$ cat src/rtl/image_led_seq_if.sv
// Control/status bundle between the top-level controller and the LED image sequencer.
// The master drives requests and the dwell time; the slave returns the datapath strobes and progress.
interface image_led_seq_if #(
  parameter int NUM_BYTES = 784,
  parameter int DWELL_W   = 24
);
  localparam int IDX_W = (NUM_BYTES > 1) ? $clog2(NUM_BYTES) : 1;

  logic               start;
  logic               pause;
  logic               abort;
  logic [DWELL_W-1:0] dwell;
  logic               load;
  logic               push;
  logic               busy;
  logic               done;
  logic [IDX_W-1:0]   byte_idx;

  modport master (
    output start, pause, abort, dwell,
    input  load, push, busy, done, byte_idx
  );

  modport slave (
    input  start, pause, abort, dwell,
    output load, push, busy, done, byte_idx
  );
endinterface

$ cat src/rtl/image_led_seq.sv
// Paces the LED image datapath: one reload pulse, then one push per dwell interval
// until every byte of the image has been shown. Supports pause and abort.
module image_led_seq #(
  parameter int NUM_BYTES = 784,
  parameter int DWELL_W   = 24
) (
  input  logic          clk,
  input  logic          rst,
  image_led_seq_if.slave bus
);
  localparam int IDX_W = (NUM_BYTES > 1) ? $clog2(NUM_BYTES) : 1;
  localparam logic [IDX_W-1:0]   LAST_IDX  = IDX_W'(NUM_BYTES - 1);
  localparam logic [DWELL_W-1:0] DWELL_ONE = DWELL_W'(1);

  typedef enum logic [1:0] {IDLE, LOAD, SHOW, DONE} state_t;

  state_t             state, state_nxt;
  logic [DWELL_W-1:0] timer, timer_nxt;
  logic [DWELL_W-1:0] dwell_q, dwell_nxt;
  logic [IDX_W-1:0]   idx_q, idx_nxt;
  logic               load_q, load_nxt;
  logic               push_q, push_nxt;
  logic               done_q, done_nxt;
  logic               busy_q, busy_nxt;

  always_ff @(posedge clk) begin
    if (rst) begin
      state   <= IDLE;
      timer   <= '0;
      dwell_q <= DWELL_ONE;
      idx_q   <= '0;
      load_q  <= 1'b0;
      push_q  <= 1'b0;
      done_q  <= 1'b0;
      busy_q  <= 1'b0;
    end else begin
      state   <= state_nxt;
      timer   <= timer_nxt;
      dwell_q <= dwell_nxt;
      idx_q   <= idx_nxt;
      load_q  <= load_nxt;
      push_q  <= push_nxt;
      done_q  <= done_nxt;
      busy_q  <= busy_nxt;
    end
  end

  // Outputs are computed for the state being entered so they register alongside it;
  // abort always wins over a coincident expiry so no stray push leaks out.
  always_comb begin
    state_nxt = state;
    timer_nxt = timer;
    dwell_nxt = dwell_q;
    idx_nxt   = idx_q;
    load_nxt  = 1'b0;
    push_nxt  = 1'b0;
    done_nxt  = 1'b0;
    case (state)
      IDLE: begin
        if (bus.start && !bus.abort) begin
          state_nxt = LOAD;
          dwell_nxt = (bus.dwell == '0) ? DWELL_ONE : bus.dwell;
          load_nxt  = 1'b1;
        end
      end
      LOAD: begin
        if (bus.abort) begin
          state_nxt = IDLE;
        end else begin
          state_nxt = SHOW;
          timer_nxt = '0;
          idx_nxt   = '0;
        end
      end
      SHOW: begin
        if (bus.abort) begin
          state_nxt = IDLE;
        end else if (!bus.pause) begin
          if (timer == dwell_q - DWELL_ONE) begin
            timer_nxt = '0;
            push_nxt  = 1'b1;
            if (idx_q == LAST_IDX) begin
              idx_nxt   = '0;
              state_nxt = DONE;
              done_nxt  = 1'b1;
            end else begin
              idx_nxt = idx_q + IDX_W'(1);
            end
          end else begin
            timer_nxt = timer + DWELL_ONE;
          end
        end
      end
      DONE: state_nxt = IDLE;
      default: state_nxt = IDLE;
    endcase
    busy_nxt = (state_nxt != IDLE);
  end

  assign bus.load     = load_q;
  assign bus.push     = push_q;
  assign bus.done     = done_q;
  assign bus.busy     = busy_q;
  assign bus.byte_idx = idx_q;
endmodule

$ cat src/flat_wrapper.sv
// flat-port wrapper written by rule: the top's interface ports become plain ports
module image_led_seq_flat 
#(
  parameter int NUM_BYTES = 784,
  parameter int DWELL_W   = 24
)
  (clk, rst, bus_start, bus_pause, bus_abort, bus_dwell, bus_load, bus_push, bus_busy, bus_done, bus_byte_idx);
  image_led_seq_if #(.NUM_BYTES(NUM_BYTES), .DWELL_W(DWELL_W)) bus_i ();
  input  logic clk;
  input  logic rst;
  input wire logic [$bits(bus_i.start)-1:0] bus_start;
  input wire logic [$bits(bus_i.pause)-1:0] bus_pause;
  input wire logic [$bits(bus_i.abort)-1:0] bus_abort;
  input wire logic [$bits(bus_i.dwell)-1:0] bus_dwell;
  output wire logic [$bits(bus_i.load)-1:0] bus_load;
  output wire logic [$bits(bus_i.push)-1:0] bus_push;
  output wire logic [$bits(bus_i.busy)-1:0] bus_busy;
  output wire logic [$bits(bus_i.done)-1:0] bus_done;
  output wire logic [$bits(bus_i.byte_idx)-1:0] bus_byte_idx;
  assign bus_i.start = bus_start;
  assign bus_i.pause = bus_pause;
  assign bus_i.abort = bus_abort;
  assign bus_i.dwell = bus_dwell;
  assign bus_load = bus_i.load;
  assign bus_push = bus_i.push;
  assign bus_busy = bus_i.busy;
  assign bus_done = bus_i.done;
  assign bus_byte_idx = bus_i.byte_idx;
  image_led_seq #(.NUM_BYTES(NUM_BYTES), .DWELL_W(DWELL_W)) u_core (.clk(clk), .rst(rst), .bus(bus_i));
endmodule
$ cat config.mk
export PLATFORM = sky130hd
export DESIGN_NAME = image_led_seq_flat
export DESIGN_NICKNAME = d
export VERILOG_FILES = /design/src/rtl/image_led_seq_if.sv /design/src/rtl/image_led_seq.sv /design/src/flat_wrapper.sv
export SDC_FILE = /design/constraint.sdc
export NUM_CORES = 1
export LEC_CHECK = 0
export ABC_CLOCK_PERIOD_IN_PS = 2600
export CAP_MARGIN = 5
export CORE_MARGIN = 2
export CORE_UTILIZATION = 50
export DETAILED_ROUTE_END_ITERATION = 8
export GPL_TIMING_DRIVEN = 0
export HOLD_SLACK_MARGIN = 0.1
export PLACE_DENSITY = 0.84
export SETUP_SLACK_MARGIN = 0.02
export SLEW_MARGIN = 25
export SYNTH_ARGS = -nofsm -noshare
export SYNTH_HDL_FRONTEND = slang
export SYNTH_SLANG_ARGS = --single-unit
$ cat constraint.sdc
create_clock -name clk -period 2.6 [get_ports clk]
set_input_delay 0.39 -clock clk [delete_from_list [all_inputs] [get_ports clk]]
set_output_delay 0.39 -clock clk [all_outputs]
set_load 0.01 [all_outputs]
Yosys cells after proc, flatten, opt, wreduce, memory -nomap -nowiden
Index checks and enable logic that the tools add are counted.
{"block": "totals", "output_inout_bits": 14, "in_bits": 29, "register_bits": 64}
{"block": "classes", "eq_ne": 9, "bitwise": 3, "n_mux": 22, "n_reduce_logical": 12, "addsub": 3}
{"op": "$mux 24", "n": 5}
{"op": "$mux 10", "n": 5}
{"op": "$pmux 24 s2", "n": 1}
{"op": "$add 24x1->24 const B", "n": 1}
{"op": "$eq 24x24->1", "n": 1}
{"op": "$logic_not 24->1", "n": 1}
{"op": "$sub 24x1->24 const B", "n": 1}
{"op": "$pmux 10 s2", "n": 1}
{"op": "$mux 2", "n": 6}
{"op": "$add 10x1->10 const B", "n": 1}
{"op": "$eq 10x10->1 const B", "n": 1}
{"op": "$pmux 2 s4", "n": 1}
{"op": "$ne 2x2->1 const B", "n": 3}
{"op": "$reduce_and 5->1", "n": 1}
{"op": "$reduce_or 5->1", "n": 1}
{"op": "$eq 2x2->1 const B", "n": 2}
{"op": "$reduce_and 4->1", "n": 1}
{"op": "$reduce_bool 2->1", "n": 2}
{"op": "$reduce_or 4->1", "n": 1}
{"op": "$mux 1", "n": 3}
{"op": "$not 1->1", "n": 3}
{"op": "$eq 2x1->1 const B", "n": 1}
{"op": "$logic_not 2->1", "n": 1}
{"op": "$ne 2x1->1 const B", "n": 1}
{"op": "4 further kinds", "n": 4}

Logic depth before layout (Yosys ltp)
{"block": "depth", "ltp_word": 7, "ltp_mapped": 12, "mapped_depth_nobuf": 10}

Least setup slack after synthesis
Ideal clock, no wire load.
{"block": "synth_path", "kind": "reg2reg", "startpoint": "reg u_core.dwell_q[0]", "endpoint": "reg u_core.timer[16]", "arrival_time_ns": 2.562, "setup_ns": 0.127, "slack_ns": -0.090, "path_buffers": 2, "path_stages_with_launch": 13, "t_required_ns": 2.473, "cell_sequence": "dfxtp_1 > inv_1 > ha_1 > or3b_1 > or3_1 > a21oi_1 > o211ai_1 > nor4_2 > nand2_2 > buf_6 > buf_6 > a22oi_2 > o41ai_2"}
{"block": "synth_between", "elab_chain_cells": 6}
{"element": "start: declaration", "line": "image_led_seq.sv:19", "text": "logic [DWELL_W-1:0] dwell_q, dwell_nxt;"}
{"element": "start signal: assignment", "line": "image_led_seq.sv:39", "text": "dwell_q <= dwell_nxt;"}
{"element": "$sub 24x1->24", "line": "image_led_seq.sv:79", "text": "if (timer == dwell_q - DWELL_ONE) begin"}
{"element": "$eq 24x24->1", "line": "image_led_seq.sv:79"}
{"element": "$mux 24", "line": "image_led_seq.sv:79"}
{"element": "$mux 24", "line": "image_led_seq.sv:78", "text": "end else if (!bus.pause) begin"}
{"element": "$mux 24", "line": "image_led_seq.sv:76", "text": "if (bus.abort) begin"}
{"element": "$pmux 24 s2", "line": "image_led_seq.sv:58", "text": "case (state)"}
{"element": "end signal: assignment", "line": "image_led_seq.sv:38", "text": "timer <= timer_nxt;"}
{"element": "end: declaration", "line": "image_led_seq.sv:18", "text": "logic [DWELL_W-1:0] timer, timer_nxt;"}
No other way between the ends. The select of a mux whose other input is x is not followed.
A chain may end at the register's enable or synchronous reset.

Worst setup path after layout
{"block": "layout_path", "startpoint": "reg u_core.dwell_q[0]", "endpoint": "reg u_core.idx_q[2], in the netlist u_core.bus.byte_idx[2]"}
{"block": "layout_between", "elab_chain_cells": 4}
{"element": "$sub 24x1->24", "line": "image_led_seq.sv:79"}
{"element": "$eq 24x24->1", "line": "image_led_seq.sv:79"}
{"element": "$ne 2x1->1 (no line)"}
{"element": "$reduce_and 5->1 (no line)"}
{"element": "end signal: assignment", "line": "image_led_seq.sv:40", "text": "idx_q <= idx_nxt;"}
{"element": "end: declaration", "line": "image_led_seq.sv:20", "text": "logic [IDX_W-1:0] idx_q, idx_nxt;"}
No other way between the ends.

==> run summary <==
Including well taps, the total number of placed cells is 649. Setup violations remaining at the end of the flow were counted as 35. The tools report the reported leakage power as 0.00187 µW. The initial antenna violation count was 0; the power share of the sequential group was 43.0%. Global routing used 28.5% of the available tracks. The power density over the cells came out at 452 mW/mm².

The total wirelength of the detailed-routed design was 12600 µm. The fraction of the mapped netlist area in simple logic gates was 31.1%; the number of warnings printed during yosys synthesis was 0. Setup repair after global routing could not meet its margin everywhere.

The launch point of the worst hold path is rst. For the antenna violation net count after detailed routing, the log shows 0. The footprint of the flip-flops and latches was 0.00129 mm².

STA classifies the critical path endpoint as a flop. Measured in cells, the most critical reg-to-reg path has a length of 11. For this configuration, the core starts out at a cell density of 51.4%. Counting flops and latches in the post-synthesis netlist gives 64. CTS placed an instance of clkbuf_8 at the clock tree root.

OpenSTA, run right after detailed placement, puts the worst setup slack at -0.402 ns. For the number of different library cells in the post-synthesis netlist, the log shows 67. The top cell types in the final layout, fill and taps aside, are nand2_1 (81), dfxtp_1 (58), clkdlybuf4s50_1 (41).

The number of antenna diodes in the final layout is 0. Total count of max-transition violations in the final report: 0. The pin count of the biggest net entering global routing came out at 12.

The count of flip-flops with a built-in enable after synthesis is 0. The total CTS buffers came out at 9. Measured against the total synthesized area, the mux share comes to 1.01%. The cell count after synthesis came out at 506. The tools report the row count as 32. For this design the top-level I/O count stands at 43. At the later pin of the worst-skew pair, clock insertion delay measures 0.36 ns. The tools report the kind of launch point of the worst setup path as a flop. Fraction of synthesized cell area in xor and xnor cells: 7.54%.

The clock network burns 35.0% of the power. The top fanout value on the critical path is 8, and the combinational share of power is 21.9%. The synthesized netlist devotes 0.951% of its cell area to adder and majority cells. The floorplan step set the die height to 92.9 µm. STA puts the critical path data arrival time at 3.13 ns.

The run finished, with violations left. After detailed routing, the number of remaining DRC violations is 0. The worst hold path terminates at u_core.state[1]$_SDFF_PP0_. The count of buffers added on input and output ports is 41. The path class of the tightest hold or removal check is input pin to flop.

The via count normalized by instance count is 6.33. In this run the standard cell core region covers 0.00769 mm². The flip-flop cell with the highest count after synthesis is dfxtp_1. The final reports fail on setup timing. The worst register-to-register path has a setup slack of -0.28 ns. Between clock sinks in the finished design, the worst skew comes to 0.0108 ns. The global-route wire length before repair is 19800 µm, and the wire length per cell is 18.4 µm. Most area-hungry cell type in the Yosys netlist: dfxtp_1. In the final design database the tool counted 608 nets.

For this design, the sink count on the clock tree is 64. For this block, the initial DRC count from the detailed router was 350. The final period utilization was 111%. The number of nets in the synthesized netlist is 538. The most common cell after layout, fill and taps aside was nand2_1. The logs give 683 for the number of cells in the finished layout apart from fillers and 3 for the CTS H-tree depth. The tools report the number of global-route vias before repair as 4124. The clock edge transition at the registers on the reported setup and hold paths was 0.08 ns. Global routing finished with a remaining overflow of 0.

By area the synthesized netlist is led by dfxtp_1 (32%), nand2_1 (7.7%), a21oi_1 (4.4%). The post-route minimum period was 2.88 ns; the max-cap violation count was 0. The growth of design area from synthesis to finish came out at 34.2%.

Measured on the finished design, the core utilization comes to 68.9%. The half-perimeter wire length after placement is 7960 µm. After synthesis, the largest family of logic cells by area is simple AND/OR/NAND/NOR gates. The proportion of netlist area held by the largest area contributor was 32.5%; the total area of multi-input combinational cells was 0.00284 mm². At the worst endpoint, the required time is 2.84 ns. No sink is reached through more buffers than the 2 on the longest clock path. The die footprint came out at 0.00862 mm².

Final hold violation count: 0. At the end of routability-driven placement, the weighted congestion stood at 0.951. TritonCTS built the clock tree. The share of synthesized area occupied by flip-flops and latches was 32.5%; the total of fill cells in the finished design was 568. The worst hold path was traced through 2 stages. In this run switching power makes up 30.8% of total power.

The timing-limited maximum frequency was 347 MHz; the mean cell area of the mapped netlist was 7.80 µm². The worst-case IR drop observed on VDD is 0.384 mV. In this run the horizontal extent of the chip is 92.9 µm.

Measured against its own limit, the worst slew margin works out to 26.4%. The run gives 4320 as the via count. Classification of the worst setup path: flop to flop.

The area of the mapped netlist was 0.00395 mm². The number of optimization iterations in the first detailed-route pass was 5. The worst register-to-register path begins at u_core.dwell_q[0]$_SDFFE_PP1P_. The post-route netlist has 21.5% of its cells at a drive strength greater than 1.

At the pin with the least slew margin, the transition time is 1.10 ns. In the synthesized netlist the async set-or-reset flop fraction comes to 0%. The synthesized netlist devotes 21.6% of its cell area to compound gates.

In this run the critical register-to-register path is captured at u_core.bus.byte_idx[2]$_SDFFE_PP0P_. The internal power of the cells totals 1660 µW. The net switching power came out at 738 µW.

Least setup slack across all paths after layout: -0.283 ns.
worst max path at each step:
stage / from / end / slack [ns] / cells past startpoint
floorplan: u_core.dwell_q[0]$_SDFFE_PP1P_ / u_core.bus.byte_idx[3]$_SDFFE_PP0P_ / 0.02 / 11
global placement: u_core.dwell_q[1]$_SDFFE_PP0P_ / u_core.timer[19]$_SDFFE_PP0P_ / -0.28 / 11
detailed placement: u_core.dwell_q[0]$_SDFFE_PP1P_ / u_core.bus.byte_idx[6]$_SDFFE_PP0P_ / -0.40 / 10
CTS: u_core.dwell_q[0]$_SDFFE_PP1P_ / u_core.timer[20]$_SDFFE_PP0P_ / -0.15 / 13
global route: u_core.dwell_q[0]$_SDFFE_PP1P_ / u_core.bus.byte_idx[6]$_SDFFE_PP0P_ / -0.40 / 12
finish: u_core.dwell_q[0]$_SDFFE_PP1P_ / u_core.bus.byte_idx[2]$_SDFFE_PP0P_ / -0.28 / 11
synthesized netlist by cell type (3+ instances only):
master and instances:
o21ai_0 15, nand3_1 18, xor2_1 15, nor3_1 14
nand2b_1 3, nand2_1 81, a221oi_1 6, nor2_1 34
or2_2 4, inv_1 16, ha_1 3, a31oi_1 7
o311ai_0 5, nor4_1 12, dfxtp_1 64, or3_1 12
xnor2_1 19, o211ai_1 6, a21oi_1 35, o21a_1 3
mux2i_1 4, clkbuf_1 27, o41ai_2 4, buf_2 5
and3_1 10, nand4_1 17, or4_1 3, o2bb2ai_1 8
o22ai_1 5
metrics by stage:
step,TNS [ns],hold slack [ns],cell area [µm²],power (µW)
floorplan,0,0.450,3970,1290
global placement,-7.35,0.465,4500,1400
detailed placement,-11.92,0.477,4510,1410
CTS,-2.20,0.452,5050,2320
global route,-11.41,0.471,5300,2480
finish,-7.50,0.453,5300,2400
flip-flops by register name, indices dropped and copies added (netlist names):
name / cells
u_core.bus.push: 1
u_core.state: 2
u_core.bus.load: 1
u_core.timer: 24
u_core.bus.done: 1
u_core.bus.byte_idx: 10
u_core.dwell_q: 24
u_core.bus.busy: 1
critical path, cell delays in order (launching register included):
cell	delay, ns
dfxtp_4	0.38
inv_4	0.06
ha_4	0.15
nor3b_4	0.33
nand4_4	0.24
o41ai_4	0.31
nand4_1	0.21
a211oi_2	0.35
nand2_4	0.15
buf_8	0.18
a221oi_2	0.28
o22ai_1	0.11
metal layers:
layer,track usage [%],share of wire (%),vias to the layer above
li1,-,-,1997
met1,35.7,41,2060
met2,47.8,49,229
met3,5.53,7.2,34
met4,12.0,2.3,0
met5,0,0,-
layout make-up:
type,count,area share [%]
Multi-Input combinational cell,392,53.5
Buffer,32,3.16
Inverter,16,1.18
Clock inverter,4,0.520
Tap cell,102,2.41
Timing Repair Buffer,61,11.6
Clock buffer,12,3.12
Sequential cell,64,24.4
power groups by stage:
stage               Sequential [µW]  Clock, µW  Combinational [µW]
floorplan                      1040          0                 250
global placement               1050          0                 353
detailed placement             1050          0                 365
CTS                            1030        839                 451
global route                   1030        888                 555
finish                         1030        839                 526
cell families after synthesis:
family          count (synthesis)
fa+ha+maj                       3
simple gates                  233
xor+xnor                       34
flops                          64
compound gates                118
mux                             4
buf+inv                        50
what timing repair did:
item / 4_1_cts / 5_1_grt
setup buffers: 9 / 7
pin swaps: 27 / 25
cloned: 3 / 1
endpoints found under the setup margin: 36 / 37
gates resized for setup: 55 / 47
hold buffers: 0 / 0
Power figures use the tool's default switching activity.
